`src/rtl/game_sequencer.sv`:
```
// Game controller: IDLE/PLAY/GAME_OVER sequencing, frame-paced snake moves,
// apple respawn pulses, score and speed-level tracking.
module game_sequencer #(
  parameter int FRAMES_INIT      = 8,
  parameter int FRAMES_MIN       = 2,
  parameter int APPLES_PER_LEVEL = 4,
  parameter int GAME_OVER_FRAMES = 120,
  parameter int SCORE_W          = 8
) (
  input  logic               clk,
  input  logic               reset,
  input  logic               frame_tick,
  input  logic               up,
  input  logic               down,
  input  logic               left,
  input  logic               right,
  input  logic [1:0]         collision_state,
  output logic [1:0]         game_state,
  output logic               move_tick,
  output logic               apple_trigger,
  output logic [SCORE_W-1:0] score,
  output logic [3:0]         level
);

  localparam logic [1:0] ST_IDLE = 2'b00;
  localparam logic [1:0] ST_PLAY = 2'b01;
  localparam logic [1:0] ST_OVER = 2'b11;

  localparam int CNT_W  = $clog2(FRAMES_INIT + 1);
  localparam int HOLD_W = $clog2(GAME_OVER_FRAMES + 1);
  localparam int APL_W  = $clog2(APPLES_PER_LEVEL + 1);

  localparam logic [CNT_W-1:0]  PERIOD_INIT = CNT_W'(FRAMES_INIT);
  localparam logic [CNT_W-1:0]  PERIOD_MIN  = CNT_W'(FRAMES_MIN);
  localparam logic [HOLD_W-1:0] HOLD_LAST   = HOLD_W'(GAME_OVER_FRAMES - 32'd1);
  localparam logic [APL_W-1:0]  APPLE_LAST  = APL_W'(APPLES_PER_LEVEL - 32'd1);

  logic [1:0]         state_r, state_s;
  logic [CNT_W-1:0]   frame_cnt_r, frame_cnt_s;
  logic [CNT_W-1:0]   period_r, period_s;
  logic [HOLD_W-1:0]  hold_cnt_r, hold_cnt_s;
  logic [APL_W-1:0]   apple_cnt_r, apple_cnt_s;
  logic [SCORE_W-1:0] score_r, score_s;
  logic [3:0]         level_r, level_s;
  logic               move_r, move_s;
  logic               trig_r, trig_s;
  logic               prev_apple_r;
  logic               any_btn_s;
  logic               apple_evt_s;
  logic               hold_done_s;

  assign any_btn_s   = up | down | left | right;
  assign apple_evt_s = (collision_state == 2'b10) && !prev_apple_r;
  assign hold_done_s = frame_tick && (hold_cnt_r == HOLD_LAST);

  assign game_state    = state_r;
  assign move_tick     = move_r;
  assign apple_trigger = trig_r;
  assign score         = score_r;
  assign level         = level_r;

  // State and datapath registers with synchronous active-low reset
  always_ff @(posedge clk) begin
    if (!reset) begin
      state_r      <= ST_IDLE;
      frame_cnt_r  <= {CNT_W{1'b0}};
      period_r     <= PERIOD_INIT;
      hold_cnt_r   <= {HOLD_W{1'b0}};
      apple_cnt_r  <= {APL_W{1'b0}};
      score_r      <= {SCORE_W{1'b0}};
      level_r      <= 4'd0;
      move_r       <= 1'b0;
      trig_r       <= 1'b0;
      prev_apple_r <= 1'b0;
    end else begin
      state_r      <= state_s;
      frame_cnt_r  <= frame_cnt_s;
      period_r     <= period_s;
      hold_cnt_r   <= hold_cnt_s;
      apple_cnt_r  <= apple_cnt_s;
      score_r      <= score_s;
      level_r      <= level_s;
      move_r       <= move_s;
      trig_r       <= trig_s;
      prev_apple_r <= (collision_state == 2'b10);
    end
  end

  // Next-state selection; collision wins over everything in PLAY
  always_comb begin
    state_s = ST_IDLE;
    case (state_r)
      ST_IDLE: if (any_btn_s) state_s = ST_PLAY; else state_s = ST_IDLE;
      ST_PLAY: if (collision_state == 2'b01) state_s = ST_OVER; else state_s = ST_PLAY;
      ST_OVER: if (hold_done_s) state_s = ST_IDLE; else state_s = ST_OVER;
      default: state_s = ST_IDLE;
    endcase
  end

  // Counter, score, level and pulse updates for the coming cycle
  always_comb begin
    frame_cnt_s = frame_cnt_r;
    period_s    = period_r;
    hold_cnt_s  = hold_cnt_r;
    apple_cnt_s = apple_cnt_r;
    score_s     = score_r;
    level_s     = level_r;
    move_s      = 1'b0;
    trig_s      = 1'b0;
    case (state_r)
      ST_IDLE: begin
        if (any_btn_s) begin
          frame_cnt_s = {CNT_W{1'b0}};
          period_s    = PERIOD_INIT;
          apple_cnt_s = {APL_W{1'b0}};
          score_s     = {SCORE_W{1'b0}};
          level_s     = 4'd0;
        end else begin
          score_s = score_r;
        end
      end
      ST_PLAY: begin
        if (collision_state == 2'b01) begin
          hold_cnt_s = {HOLD_W{1'b0}};
        end else begin
          // Compare uses the period in force before any same-cycle level-up
          if (frame_tick) begin
            if (frame_cnt_r >= (period_r - CNT_W'(1'b1))) begin
              move_s      = 1'b1;
              frame_cnt_s = {CNT_W{1'b0}};
            end else begin
              frame_cnt_s = frame_cnt_r + CNT_W'(1'b1);
            end
          end else begin
            frame_cnt_s = frame_cnt_r;
          end
          if (apple_evt_s) begin
            trig_s = 1'b1;
            if (score_r != {SCORE_W{1'b1}}) score_s = score_r + SCORE_W'(1'b1);
            else score_s = score_r;
            if (apple_cnt_r == APPLE_LAST) begin
              apple_cnt_s = {APL_W{1'b0}};
              if (level_r != 4'hF) level_s = level_r + 4'd1;
              else level_s = level_r;
              if (period_r > PERIOD_MIN) period_s = period_r - CNT_W'(1'b1);
              else period_s = period_r;
            end else begin
              apple_cnt_s = apple_cnt_r + APL_W'(1'b1);
            end
          end else begin
            apple_cnt_s = apple_cnt_r;
          end
        end
      end
      ST_OVER: begin
        if (frame_tick) begin
          if (hold_done_s) hold_cnt_s = {HOLD_W{1'b0}};
          else hold_cnt_s = hold_cnt_r + HOLD_W'(1'b1);
        end else begin
          hold_cnt_s = hold_cnt_r;
        end
      end
      default: hold_cnt_s = {HOLD_W{1'b0}};
    endcase
  end

endmodule

```
`config.mk`:
```
export PLATFORM = sky130hd
export DESIGN_NAME = game_sequencer
export DESIGN_NICKNAME = d
export VERILOG_FILES = /design/src/rtl/game_sequencer.sv
export SDC_FILE = /design/constraint.sdc
export NUM_CORES = 1
export LEC_CHECK = 0
export CORE_MARGIN = 2
export CORE_UTILIZATION = 40
export DETAILED_ROUTE_END_ITERATION = 8
export SETUP_SLACK_MARGIN = 0.4
export SLEW_MARGIN = 25
export SYNTH_ARGS = -nofsm -noshare
export SYNTH_HDL_FRONTEND = slang
export SYNTH_SLANG_ARGS = --single-unit
```
`constraint.sdc`:
```
create_clock -name clk -period 2.51 [get_ports clk]
set_clock_uncertainty 0.15 [all_clocks]
set_input_delay 0.502 -clock clk [delete_from_list [all_inputs] [get_ports clk]]
set_output_delay 0.502 -clock clk [all_outputs]
set_load 0.005 [all_outputs]
```
==> flow_metrics.tcl, run 1 <==
set metrics [dict create \
    worst_ep_required_time_ps 2570 \
    crit_start "period_r[0]" \
    r2r_end "frame_cnt_r[2]" \
    gp_congestion 0.7472 \
    end_kind "flop" \
    power_leakage_nw 0.9014 \
    path_max_fanout 5 \
    antenna_found_initial 0 \
    postSynthAreaPerCell_um2 8.303 \
    p_switching_mw 0.3098 \
    netlist_instances 217 \
    synth_area_leaders "dfxtp_1 39%, ha_1 7.6%, nor2_1 5.6%" \
    hp-start "apple_cnt_r[1]" \
    htreeDepth 2 \
    fin_crit_ps 2034 \
    power.internal_mw 0.9492 \
    swShare_pct 24.61 \
    synth_nets 237 \
    status "finished, final reports clean" \
    synthArstFlopShare_pct 0 \
    multi_input_area_um2 1116 \
    worst_ep_arrival_time_ps 2100 \
    cts.sinks 35 \
    drcViolationCount 0 \
    ys.flop_type "dfxtp_1" \
    hold_viol 0 \
    synth-edff-count 0 \
    dp_cells 295 \
    floorplan.die_area_um2 5057 \
    rrSetupSlack_ps 480 \
    final_common_cell "dfxtp_1" \
    clk_latency_ps 280 \
    synth_area_um2 1802 \
    p_seq_share_pct 46.4 \
    routedWlPerCell_um 12.45 \
    path_class "reg -> reg" \
    drt_first_pass_iters 4 \
    endpoint "frame_cnt_r[2]" \
    dp_hpwl_um 2653 \
    fillers 421 \
    fin_nets 272 \
    synth_top_area_share_pct 38.89 \
    start_kind "flop" \
    cts_tree "built" \
    io_buffers 24 \
    seq_area_frac_synth_pct 38.89 \
    worstMarginPinSlew_ps 559.3 \
    std_cell_rows 24 \
    fmax_ghz 0.4918 \
    peakVddDrop_mv 0.3373 \
    register_area_um2 703.2 \
    core-area_um2 4354 \
    drive_gt1_share_pct 12.30 \
    max_cap_violations 0 \
    track_usage_pct 16.27 \
    antenna_cells 0 \
    drtIter0Drc 106 \
    synth_top_area_cell "dfxtp_1" \
    synth-warning-count 0 \
    die_y_um 71.12 \
    finish.utilization_pct 53.22 \
    start_util_pct 41.38 \
    synth_seq_cells 35 \
    dieWidth_um 71.12 \
    p_clk_share_pct 38.7 \
    gr-total-overflow 0 \
    viasPerCell 5.293 \
    p_comb_share_pct 14.8 \
    finalSetupViolations 0 \
    p_per_area_nw_per_um2 543.4 \
    hold_class "reg -> reg" \
    drtAntennaViolNets 0 \
    netlist-cell-type-count 38 \
    grt_pass1_vias 1422 \
    syn_to_final_growth_pct 28.61 \
    min_period_over_period_pct 81.02 \
    reg2reg_depth 7 \
    final_cells 304 \
    finalWirelength_um 3785 \
    grt_max_degree 15 \
    slew_viol_final 0 \
    layout_common_cells "33 x dfxtp_1, 27 x nor2_1, 23 x nand2_1" \
    timing.rr.start "period_r[0]" \
    cts_buffers 5 \
    clkTransAtPathRegs_ps 70 \
    cts-root-buf "clkbuf_8" \
    finalPower_mw 1.259 \
    grt_pass1_wl_um 6527 \
    cts_buffer_depth 2 \
    rsz0062_at_grt "true" \
    slew-limit-headroom_pct 62.40 \
    num_vias 1609 \
    ios 25 \
]
-- through the flow --
| step | cell area, um2 | worst slack, ps | hold WS, ps | TNS (ps) |
|---|---|---|---|---|
| CTS | 2287 | 380.0 | 314.9 | 0 |
| detailed placement | 2131 | -36.03 | 304.9 | -63.28 |
| finish | 2317 | 476.5 | 310.8 | 0 |
| global placement | 2131 | 3.081 | 296.1 | 0 |
| global route | 2317 | 400.8 | 340.3 | 0 |
| floorplan | 1802 | 444.2 | 285.6 | 0 |
-- flip-flops by register name, indices dropped and copies added, names as in the netlist --
signal,cells
apple_cnt_r,3
apple_trigger,1
frame_cnt_r,4
game_state,2
hold_cnt_r,7
level,4
move_tick,1
period_r,4
prev_apple_r,1
score,8
-- synth_stat cells, drive strengths merged, types with 3 or more instances --
cell type / count
nand4b: 3
o21a: 3
o21ai: 16
buf: 3
xor2: 4
and3: 5
nand4: 6
dfxtp: 35
nand2: 23
nor3: 10
nor2b: 4
a21oi: 16
a31oi: 3
ha: 11
nor3b: 4
xnor2: 5
nand3: 10
nand2b: 4
nor2: 27
inv: 5
-- worst max-delay path: stages (launching register included) --
cell	delay, ps
dfxtp_2	360
inv_2	70
ha_4	240
ha_1	270
a2111o_1	420
a21oi_4	190
o21ai_0	110
a21oi_1	150
-- how the worst min path moves through the flow --
| stage | slack [ps] | cells past startpoint | to |
|---|---|---|---|
| detailed placement | 300 | 2 | apple_cnt_r[1] |
| floorplan | 290 | 2 | apple_cnt_r[1] |
| finish | 310 | 2 | apple_cnt_r[1] |
| global route | 340 | 2 | apple_cnt_r[1] |
| CTS | 310 | 2 | apple_cnt_r[1] |
| global placement | 300 | 2 | apple_cnt_r[1] |
-- final cells by class --
class | count | share of cell area [%]
Clock buffer | 6 | 3.132
Clock inverter | 1 | 1.296
Sequential cell | 35 | 30.35
Tap cell | 52 | 2.808
Timing Repair Buffer | 33 | 13.44
Multi-Input combinational cell | 172 | 48.16
Inverter | 5 | 0.8099
-- cells by family after synthesis --
group	Yosys count	synth area share, %
DFF	35	38.89
buffers and inverters	10	2.639
muxes	3	1.736
AOI/OAI and AO/OA	48	16.74
adders and majority gates	11	7.639
and+or+nand+nor	101	27.99
xor gates and xnor gates	9	4.375
-- power by group through the flow --
stage / clock (mW) / combinational [mW] / sequential, mW
2_1_floorplan: 0 / 0.111 / 0.593
3_3_place_gp: 0 / 0.165 / 0.596
3_5_place_dp: 0 / 0.165 / 0.596
4_1_cts: 0.505 / 0.183 / 0.583
5_1_grt: 0.520 / 0.210 / 0.587
6_report: 0.488 / 0.187 / 0.584
-- timing repair --
| item | CTS | global route |
|---|---|---|
| setup buffers | 1 | 0 |
| setup endpoints to repair | 15 | 18 |
| hold buffers | 0 | 0 |
| pin swaps | 6 | 5 |
| gates resized for setup | 14 | 9 |
| gates cloned | 1 | 0 |
-- per-layer routing --
| layer | up-vias | GRT usage [%] | wire length [um] | part of all wire, % |
|---|---|---|---|---|
| met4 | 0 | 6.289 | 65 | 1.7 |
| met3 | 5 | 4.701 | 153 | 4.0 |
| met2 | 25 | 24.09 | 1632 | 43 |
| met1 | 733 | 22.45 | 1933 | 51 |
| li1 | 846 | - | - | - |
| met5 | - | 0 | 0 | 0 |
Power figures use the tool's default switching activity.
==> inputs of run 2 (changes only) <==
==> constraint.sdc (replaced) <==
create_clock -name clk -period 1.7 [get_ports clk]
set_clock_uncertainty 0.15 [all_clocks]
set_input_delay 0.34 -clock clk [delete_from_list [all_inputs] [get_ports clk]]
set_output_delay 0.34 -clock clk [all_outputs]
set_load 0.005 [all_outputs]
==> run 2 against run 1 <==
  * The run now ends with negative setup slack left
  * Wire length is 36% higher
  * Clock-buffer cell count rose by 1
  * Worst setup slack worse by 760 ps
  * Combinational power rose to 2.6 times the previous value
  * Total power up 53%
  * First-iteration DRC count is 8.5% lower
  * Critical path depth is the same
  * Flip-flop and latch count unchanged
  * Register-to-register slack lost 760 ps
  * Critical endpoint is now frame_cnt_r[3]
  * Highest routed layer unchanged
==> flow_metrics.tcl, run 2 (synthesis gave the netlist of run 1 again) <==
set metrics [dict create \
    status "finished with violations" \
    violations "negative setup slack" \
    hp-start "collision_state[1]" \
    grt_max_degree 11 \
    hold_class "in -> reg" \
    ios 25 \
    viasPerCell 5.227 \
    final_common_cell "buf_4" \
    core-area_um2 4354 \
    path_class "reg -> reg" \
    std_cell_rows 24 \
    grt_pass1_wl_um 8162 \
    cts.sinks 35 \
    track_usage_pct 20.38 \
    drtIter0Drc 97 \
    min_period_over_period_pct 116.6 \
    clkTransAtPathRegs_ps 70 \
    fmax_ghz 0.5047 \
    floorplan.die_area_um2 5057 \
    pre_cts_slack_ps -617.6 \
    cp_cell_sequence "inv_2 > ha_4 > ha_4 > a2111o_1 > a21oi_4 > nand2_1 > a31oi_1" \
    gr-total-overflow 0 \
    dieWidth_um 71.12 \
    drive_gt1_share_pct 54.19 \
    antenna_cells 0 \
    cts-root-buf "clkbuf_8" \
    dp_hpwl_um 3173 \
    largest_reg_flops 8 \
    finalSetupViolations 9 \
    cp_common_cell "ha_4" \
    cpPeakStageDelay_ps 410 \
    gp_congestion 0.7560 \
    slowest_stage "a2111o_1" \
    die_y_um 71.12 \
    end_kind "flop" \
    final_cells 362 \
    drcViolationCount 0 \
    num_vias 1892 \
    htreeDepth 2 \
    fillers 326 \
    start_util_pct 41.38 \
    antenna_found_initial 0 \
    max_cap_violations 0 \
    cts_buffers 5 \
    cts_buffer_depth 2 \
    io_buffers 24 \
    worst_ep_required_time_ps 1760 \
    setup_slack_ps -281.5 \
    syn_to_final_growth_pct 69.86 \
    crit_start "period_r[0]" \
    p_per_area_nw_per_um2 628.2 \
    drtAntennaViolNets 0 \
    routedWlPerCell_um 14.21 \
    cts_tree "built" \
    worstMarginPinSlew_ps 309.5 \
    clk_latency_ps 290 \
    holdBufCountCts 0 \
    worst_ep_arrival_time_ps 2040 \
    timing.rr.start "period_r[0]" \
    finalWirelength_um 5143 \
    fin_crit_ps 1982 \
    slew_viol_final 0 \
    rrSetupSlack_ps -280 \
    power_leakage_nw 1.288 \
    drt_first_pass_iters 4 \
    dp_cells 333 \
    hold_viol 0 \
    grt_pass1_vias 1885 \
    slew-limit-headroom_pct 79.36 \
    rsz0062_at_grt "true" \
    path_max_fanout 5 \
    start_kind "flop" \
    layout_common_cells "49 x buf_4, 23 x nor2_1, 20 x buf_6" \
    peakVddDrop_mv 0.4527 \
    fin_nets 329 \
]
## run 2: changes by cell type in the layout (fill, tap and decap cells not counted), sizes merged
cell | before | now
clkinv | 0 | 1
clkdlybuf4s15 | 0 | 2
bufinv | 1 | 0
clkbuf | 6 | 10
dlymetal6s2s | 1 | 0
dlygate4sd2 | 3 | 2
buf | 9 | 82
clkdlybuf4s50 | 20 | 1
## run 2: cell type report
| cell class | count | area [um2] | area share (%) |
|---|---|---|---|
| multi-input cells | 172 | 1385 | 45.26 |
| inverters | 5 | 21.27 | 0.6950 |
| well taps | 52 | 65.06 | 2.126 |
| clock inverters | 1 | 5.005 | 0.1635 |
| clock buffers | 7 | 76.32 | 2.494 |
| repair buffers | 90 | 765.7 | 25.02 |
| flip-flops and latches | 35 | 742.0 | 24.24 |
## run 2: power breakdown
group	total, mW	internal (mW)	switching, mW
Combinational	0.485	0.254	0.232
Clock	0.585	0.287	0.298
Sequential	0.852	0.834	0.0179
## run 2: final timing paths
kind,to,cells after the start
setup reg to reg,frame_cnt_r[3],7
hold reg to reg,apple_cnt_r[1],2
hold / removal,prev_apple_r,3
setup / recovery,frame_cnt_r[3],7
## run 2: per-layer routing
layer  GRT usage, %  up-vias  routed length (um)
li1               -      962                   -
met1          24.34      885                2250
met2          36.14       34                2621
met3          4.558       11                 170
met4          6.709        0                 100
met5              0        -                   0
## run 2: through the flow
| stage | util (%) | power [mW] | cell area (um2) | setup TNS [ps] | hold slack, ps |
|---|---|---|---|---|---|
| final | 70.29 | 1.923 | 3060 | -1349 | 290.2 |
| after global placement | 57.90 | 1.231 | 2521 | -14060 | 297.3 |
| after CTS | 67.13 | 1.881 | 2923 | -1456 | 298.9 |
| after detailed placement | 57.90 | 1.234 | 2521 | -14800 | 301.1 |
| after global routing | 70.29 | 2.004 | 3060 | -2262 | 303.4 |
| after floorplan | - | 1.068 | 1897 | -1560 | 265.8 |
## run 2: worst max-delay path: cells and delay by family (launching register included)
| family | cells | cell delay (ps) |
|---|---|---|
| AOI/OAI and AO/OA | 3 | 780 |
| DFF | 1 | 370 |
| buffers and inverters | 1 | 60 |
| and+or+nand+nor | 1 | 70 |
| adders and majority gates | 2 | 480 |
## run 2: repair_timing
action	in CTS	in global routing
setup buffers	17	3
gates resized for setup	139	42
pin swaps	30	14
gates cloned	1	0
setup endpoints to repair	51	44
==> patch 1 (config.mk and constraints of run 1) <==
Change the parameter `APPLES_PER_LEVEL` from 4 to 8.
--- a/src/rtl/game_sequencer.sv
+++ b/src/rtl/game_sequencer.sv
@@ -3,7 +3,7 @@
 module game_sequencer #(
   parameter int FRAMES_INIT      = 8,
   parameter int FRAMES_MIN       = 2,
-  parameter int APPLES_PER_LEVEL = 4,
+  parameter int APPLES_PER_LEVEL = 8,
   parameter int GAME_OVER_FRAMES = 120,
   parameter int SCORE_W          = 8
 ) (
Behaviour: not the same (a bounded check fails within 10 cycles, from zero or initial values and one cycle with reset low).
==> patch 1 against run 1 <==
Sequential cell count grew 1. Power grew 0.20%. Register-to-register slack gained 0.02 ns. Wire length grew 7.3%. Design area grew 6.7%. Core utilization shrank 0.17 points. Sequential power grew 3.6%. Synthesized area grew 5.6%. Worst setup slack is essentially flat. Critical path type is now input port to flip-flop. Largest power group unchanged.
==> patch 1: results (changes against run 1) <==
CTS root buffer -> clkbuf_8
Worst EP arrival -> 2.06 ns (-0.04 ns)
max reg flops -> 8 (unchanged)
routed vias/inst -> 5.26 (-0.64%)
ANT cells -> 0 (unchanged)
most frequent cell after synthesis -> dfxtp_1
layout cells sized above 1 -> 16.0% (+3.7 points)
worst reg2reg path depth -> 7 (unchanged)
Reg-to-Reg End -> frame_cnt_r[3]
reg2reg start -> period_r[1]
Async S/R FF share, synth -> 0% (unchanged)
# nets final -> 283 (+4.0%)
pin count of the biggest net entering global routing -> 27 (+12)
ranking of synthesized cells by area -> dfxtp_1, ha_1, nand2_1
min-delay src -> frame_cnt_r[1]
CP startpoint -> left
Leakage -> 0.000980 uW (+8.8%)
Metal-1 WL -> 2070 um (+7.3%)
Top FF cell, synth -> dfxtp_1
crit path to -> score[6]
critical-path maximum fanout -> 8 (+3)
status -> finished clean
placed cell area -> 2250 um2 (+5.6%)
post-DR wirelength/cell -> 12.8 um (+2.9%)
first-pass GRT wire length -> 6950 um (+6.5%)
commonest cells in the netlist -> dfxtp_1, nand2_1, nor2_1
GP Congestion -> 0.782 (+4.6%)
Worst R2R Setup Slack -> 0.50 ns (+0.02 ns)
cts bufs inserted -> 5 (unchanged)
antenna violations before repair -> 0 (unchanged)
DR top layer -> met4
post-synthesis net count -> 245 (+3.4%)
Routed Antenna Nets -> 0 (unchanged)
YS warnings -> 0 (unchanged)
global-route total usage across every layer -> 16.4% (+0.16 points)
1st-iter DRT viols -> 132 (+25%)
IO buf count -> 24 (unchanged)
sequential cell area fraction in the yosys report -> 37.9% (-1.0 points)
DRC viols -> 0 (unchanged)
worst rel slew slack -> 73.2% (+11 points)
# H-tree levels -> 2 (unchanged)
maximum vdd drop -> 0.233 mV (-31%)
Detail Route met3 WL -> 154 um (+0.65%)
DR WL met2 -> 1790 um (+9.4%)
vias in the first global route -> 1522 (+7.0%)
Sw Pwr -> 323 uW (+4.4%)
Distinct cells, synth -> 46 (+21%)
Worst-Skew Late Latency -> 0.28 ns (about the same)
Post-DP HPWL -> 2780 um (+4.7%)
-- patch 1: cell types whose count changed after synthesis, moves of 4 or more --
cell      change
a21boi_1      +5
and2_1       +10
a21oi_1      -13
nor3_1        -6
a21boi_0      +4
or3_1         +4
nor2_1        -4
o21ai_0       -8
o21ai_1       +6
-- patch 1: cell type report --
cell class                 count  area, um2
tap                           54       67.6
sequential                    36        724
inverter                       8       30.0
clock buffer                   7       96.3
timing repair buffer          37        343
multi-input combinational    175       1210
fill                         430       2190
-- patch 1: how the worst min path moves through the flow --
stage / cells after the start / end / slack, ns
6_report: 2 / frame_cnt_r[1] / 0.34
5_1_grt: 2 / hold_cnt_r[1] / 0.37
3_5_place_dp: 2 / period_r[0] / 0.33
2_1_floorplan: 2 / period_r[0] / 0.30
4_1_cts: 2 / hold_cnt_r[1] / 0.35
3_3_place_gp: 2 / hold_cnt_r[1] / 0.34
-- patch 1: cell families after synthesis --
| group | count (synthesis) | share of synthesized area (%) |
|---|---|---|
| flops | 36 | 37.9 |
| mux | 3 | 1.58 |
| fa+ha+maj | 11 | 7.23 |
| simple gates | 106 | 28.9 |
| buf+inv | 14 | 2.89 |
| xor+xnor | 10 | 4.60 |
| compound gates | 45 | 16.9 |
-- patch 1: metrics by stage --
step / power [uW] / worst slack, ns / cells
global placement: 801 / 0.0353 / 305
CTS: 1270 / 0.399 / 317
finish: 1260 / 0.476 / 317
detailed placement: 803 / -0.00771 / 305
floorplan: 735 / 0.432 / 225
global route: 1330 / 0.371 / 317
-- patch 1: what timing repair did --
action / 4_1_cts / 5_1_grt
pin swaps: 5 / 8
hold buffers: 0 / 0
gates resized for setup: 15 / 10
endpoints found under the setup margin: 22 / 19
gates cloned: 0 / 0
buffers inserted: 5 / 0
-- patch 1: power by group through the flow --
stage          combinational [uW]  sequential [uW]  clock (uW)
5_1_grt                       242              608         476
4_1_cts                       211              605         455
3_3_place_gp                  183              618           0
3_5_place_dp                  185              618           0
6_report                      216              605         440
2_1_floorplan                 121              614           0
-- patch 1: worst max-delay path: stages --
cell	delay [ns]
clkdlybuf4s50_1	0.39
or4_4	0.46
a22o_4	0.31
and3_4	0.16
o221a_4	0.23
-- patch 1: layer usage --
layer | track usage, % | up-vias
met4 | 4.53 | 0
met2 | 24.9 | 30
met3 | 3.73 | 7
met1 | 23.4 | 750
li1 | - | 880
met5 | 0 | -
==> patch 2 (config.mk and constraints of run 1) <==
Without the edit above. Register the output `level` once more; this adds one clock of latency there. The other outputs are not delayed to match. Comments in the files are not updated.
--- a/src/rtl/game_sequencer.sv
+++ b/src/rtl/game_sequencer.sv
@@ -57,7 +57,9 @@
   assign move_tick     = move_r;
   assign apple_trigger = trig_r;
   assign score         = score_r;
-  assign level         = level_r;
+  always_ff @(posedge clk) begin
+    level <= level_r;
+  end
 
   // State and datapath registers with synchronous active-low reset
   always_ff @(posedge clk) begin
Check against the original RTL: not equivalent (a bounded check fails within 10 cycles, from zero or initial values and one cycle with reset low).
==> patch 2 against run 1 <==
Hold slack worse by 0.082 ns. Worst setup slack worse by 0.10 ns. Largest power group unchanged. Sequential cell count is 4 higher. Cell count is 8.2% higher. Combinational power is 5% higher. Non-clock buffer count is 2 higher. Synthesized area is 12% higher. Design area is 11% higher. Wire length is 9.4% higher. Via count is 5.2% higher. Critical path depth stayed put. Fmax is 4.7% lower. Power is 4.3% higher.
==> patch 2: results (changes against run 1) <==
status -> finished clean
maximum vdd drop -> 0.331 mV (-2.0%)
WHS Endpoint -> level[3]
hold path cells -> 0 (-2)
worst rel slew slack -> 74.7% (+12 points)
sequential cell area fraction in the yosys report -> 38.6% (-0.32 points)
Distinct cells, synth -> 56 (+47%)
Post-Route WL -> 4140 um (+9.4%)
fin cells -> 329 (+8.2%)
Worst-Skew Late Latency -> 0.30 ns (+0.02 ns)
Synth Instances -> 226 (+4.1%)
mux share of post-synthesis cell area -> 2.47% (+0.74 points)
Leakage -> 0.000999 uW (+11%)
post-synthesis net count -> 246 (+3.8%)
Layout fillers -> 484 (+15%)
Worst EP arrival -> 2.22 ns (+0.12 ns)
pin count of the biggest net entering global routing -> 26 (+11)
# nets final -> 281 (+3.3%)
Post-DP HPWL -> 3000 um (+13%)
via count -> 1693 (+5.2%)
global-route total usage across every layer -> 16.4% (+0.10 points)
critical-path maximum fanout -> 6 (+1)
reg2reg start -> period_r[1]
layout cells sized above 1 -> 17.9% (+5.6 points)
Post-Synth XOR/XNOR Area -> 4.33% (-0.049 points)
ranking of synthesized cells by area -> dfxtp_1, ha_1, nand2_1
1st-iter DRT viols -> 84 (-21%)
GP Congestion -> 0.764 (+2.3%)
post-synthesis compound-gate area fraction -> 15.4% (-1.3 points)
Reg-to-Reg End -> frame_cnt_r[1]
min-delay src -> level_r[3]
commonest cells in the netlist -> dfxtp_1, nand2_1, nor2_1
fin util -> 53.2% (about the same)
vias in the first global route -> 1566 (+10%)
placed cell count -> 317 (+7.5%)
patch 2: cell count changes after synthesis, sizes merged, moves of 4 or more:
cell   change
inv        +4
a21oi      -9
dfxtp      +4
nor2       -6
o21ai      -5
nor3       -4
patch 2: kinds of logic after synthesis:
| family | after synthesis |
|---|---|
| xor gates and xnor gates | 10 |
| buffers and inverters | 16 |
| AOI/OAI and AO/OA | 42 |
| adders and majority gates | 11 |
| muxes | 5 |
| DFF | 39 |
| and+or+nand+nor | 103 |
patch 2: how the worst max path moves through the flow:
stage | startpoint | endpoint | slack (ns) | cells past startpoint
final | period_r[1] | frame_cnt_r[1] | 0.38 | 7
after global routing | period_r[0] | frame_cnt_r[1] | 0.25 | 8
after CTS | period_r[1] | frame_cnt_r[1] | 0.37 | 7
after detailed placement | collision_state[1] | level_r[3] | 0.06 | 6
after global placement | collision_state[1] | level_r[3] | 0.09 | 6
after floorplan | period_r[0] | frame_cnt_r[1] | 0.42 | 9
patch 2: metrics by stage:
step	hold WS, ns	setup WS, ns
2_1_floorplan	0.209	0.423
3_3_place_gp	0.223	0.0865
3_5_place_dp	0.226	0.0579
4_1_cts	0.234	0.370
5_1_grt	0.246	0.251
6_report	0.229	0.377
patch 2: critical path, stage by stage (launching register included):
cell       delay, ns
dfxtp_2         0.36
inv_2           0.05
ha_4            0.28
ha_4            0.20
a2111oi_4       0.39
o21ai_2         0.14
or3b_1          0.37
a21boi_1        0.13
patch 2: metal layers:
layer	up-vias	track usage [%]	share of wire (%)
met5	-	0	0
met4	0	8.19	2.3
met3	8	3.61	3.7
met2	33	25.7	46
met1	774	21.2	48
li1	878	-	-
patch 2: what timing repair did:
item                       in CTS  in global routing
setup buffers                   2                  2
resized for setup               7                  5
setup endpoints to repair       7                  8
pin swaps                       4                  7
patch 2: where the power goes:
part / internal [uW] / leakage [uW] / switching (uW) / total, uW
logic: 98.1 / 0.000630 / 98.7 / 197
registers: 632 / 0.000317 / 15.0 / 647
clock network: 251 / 0.0000515 / 219 / 470
patch 2: cell type report:
type,count,area share (%)
multi-input cells,171,48.3
flip-flops and latches,39,30.6
repair buffers,35,12.6
clock buffers,8,3.90
well taps,67,3.27
inverters,9,1.32
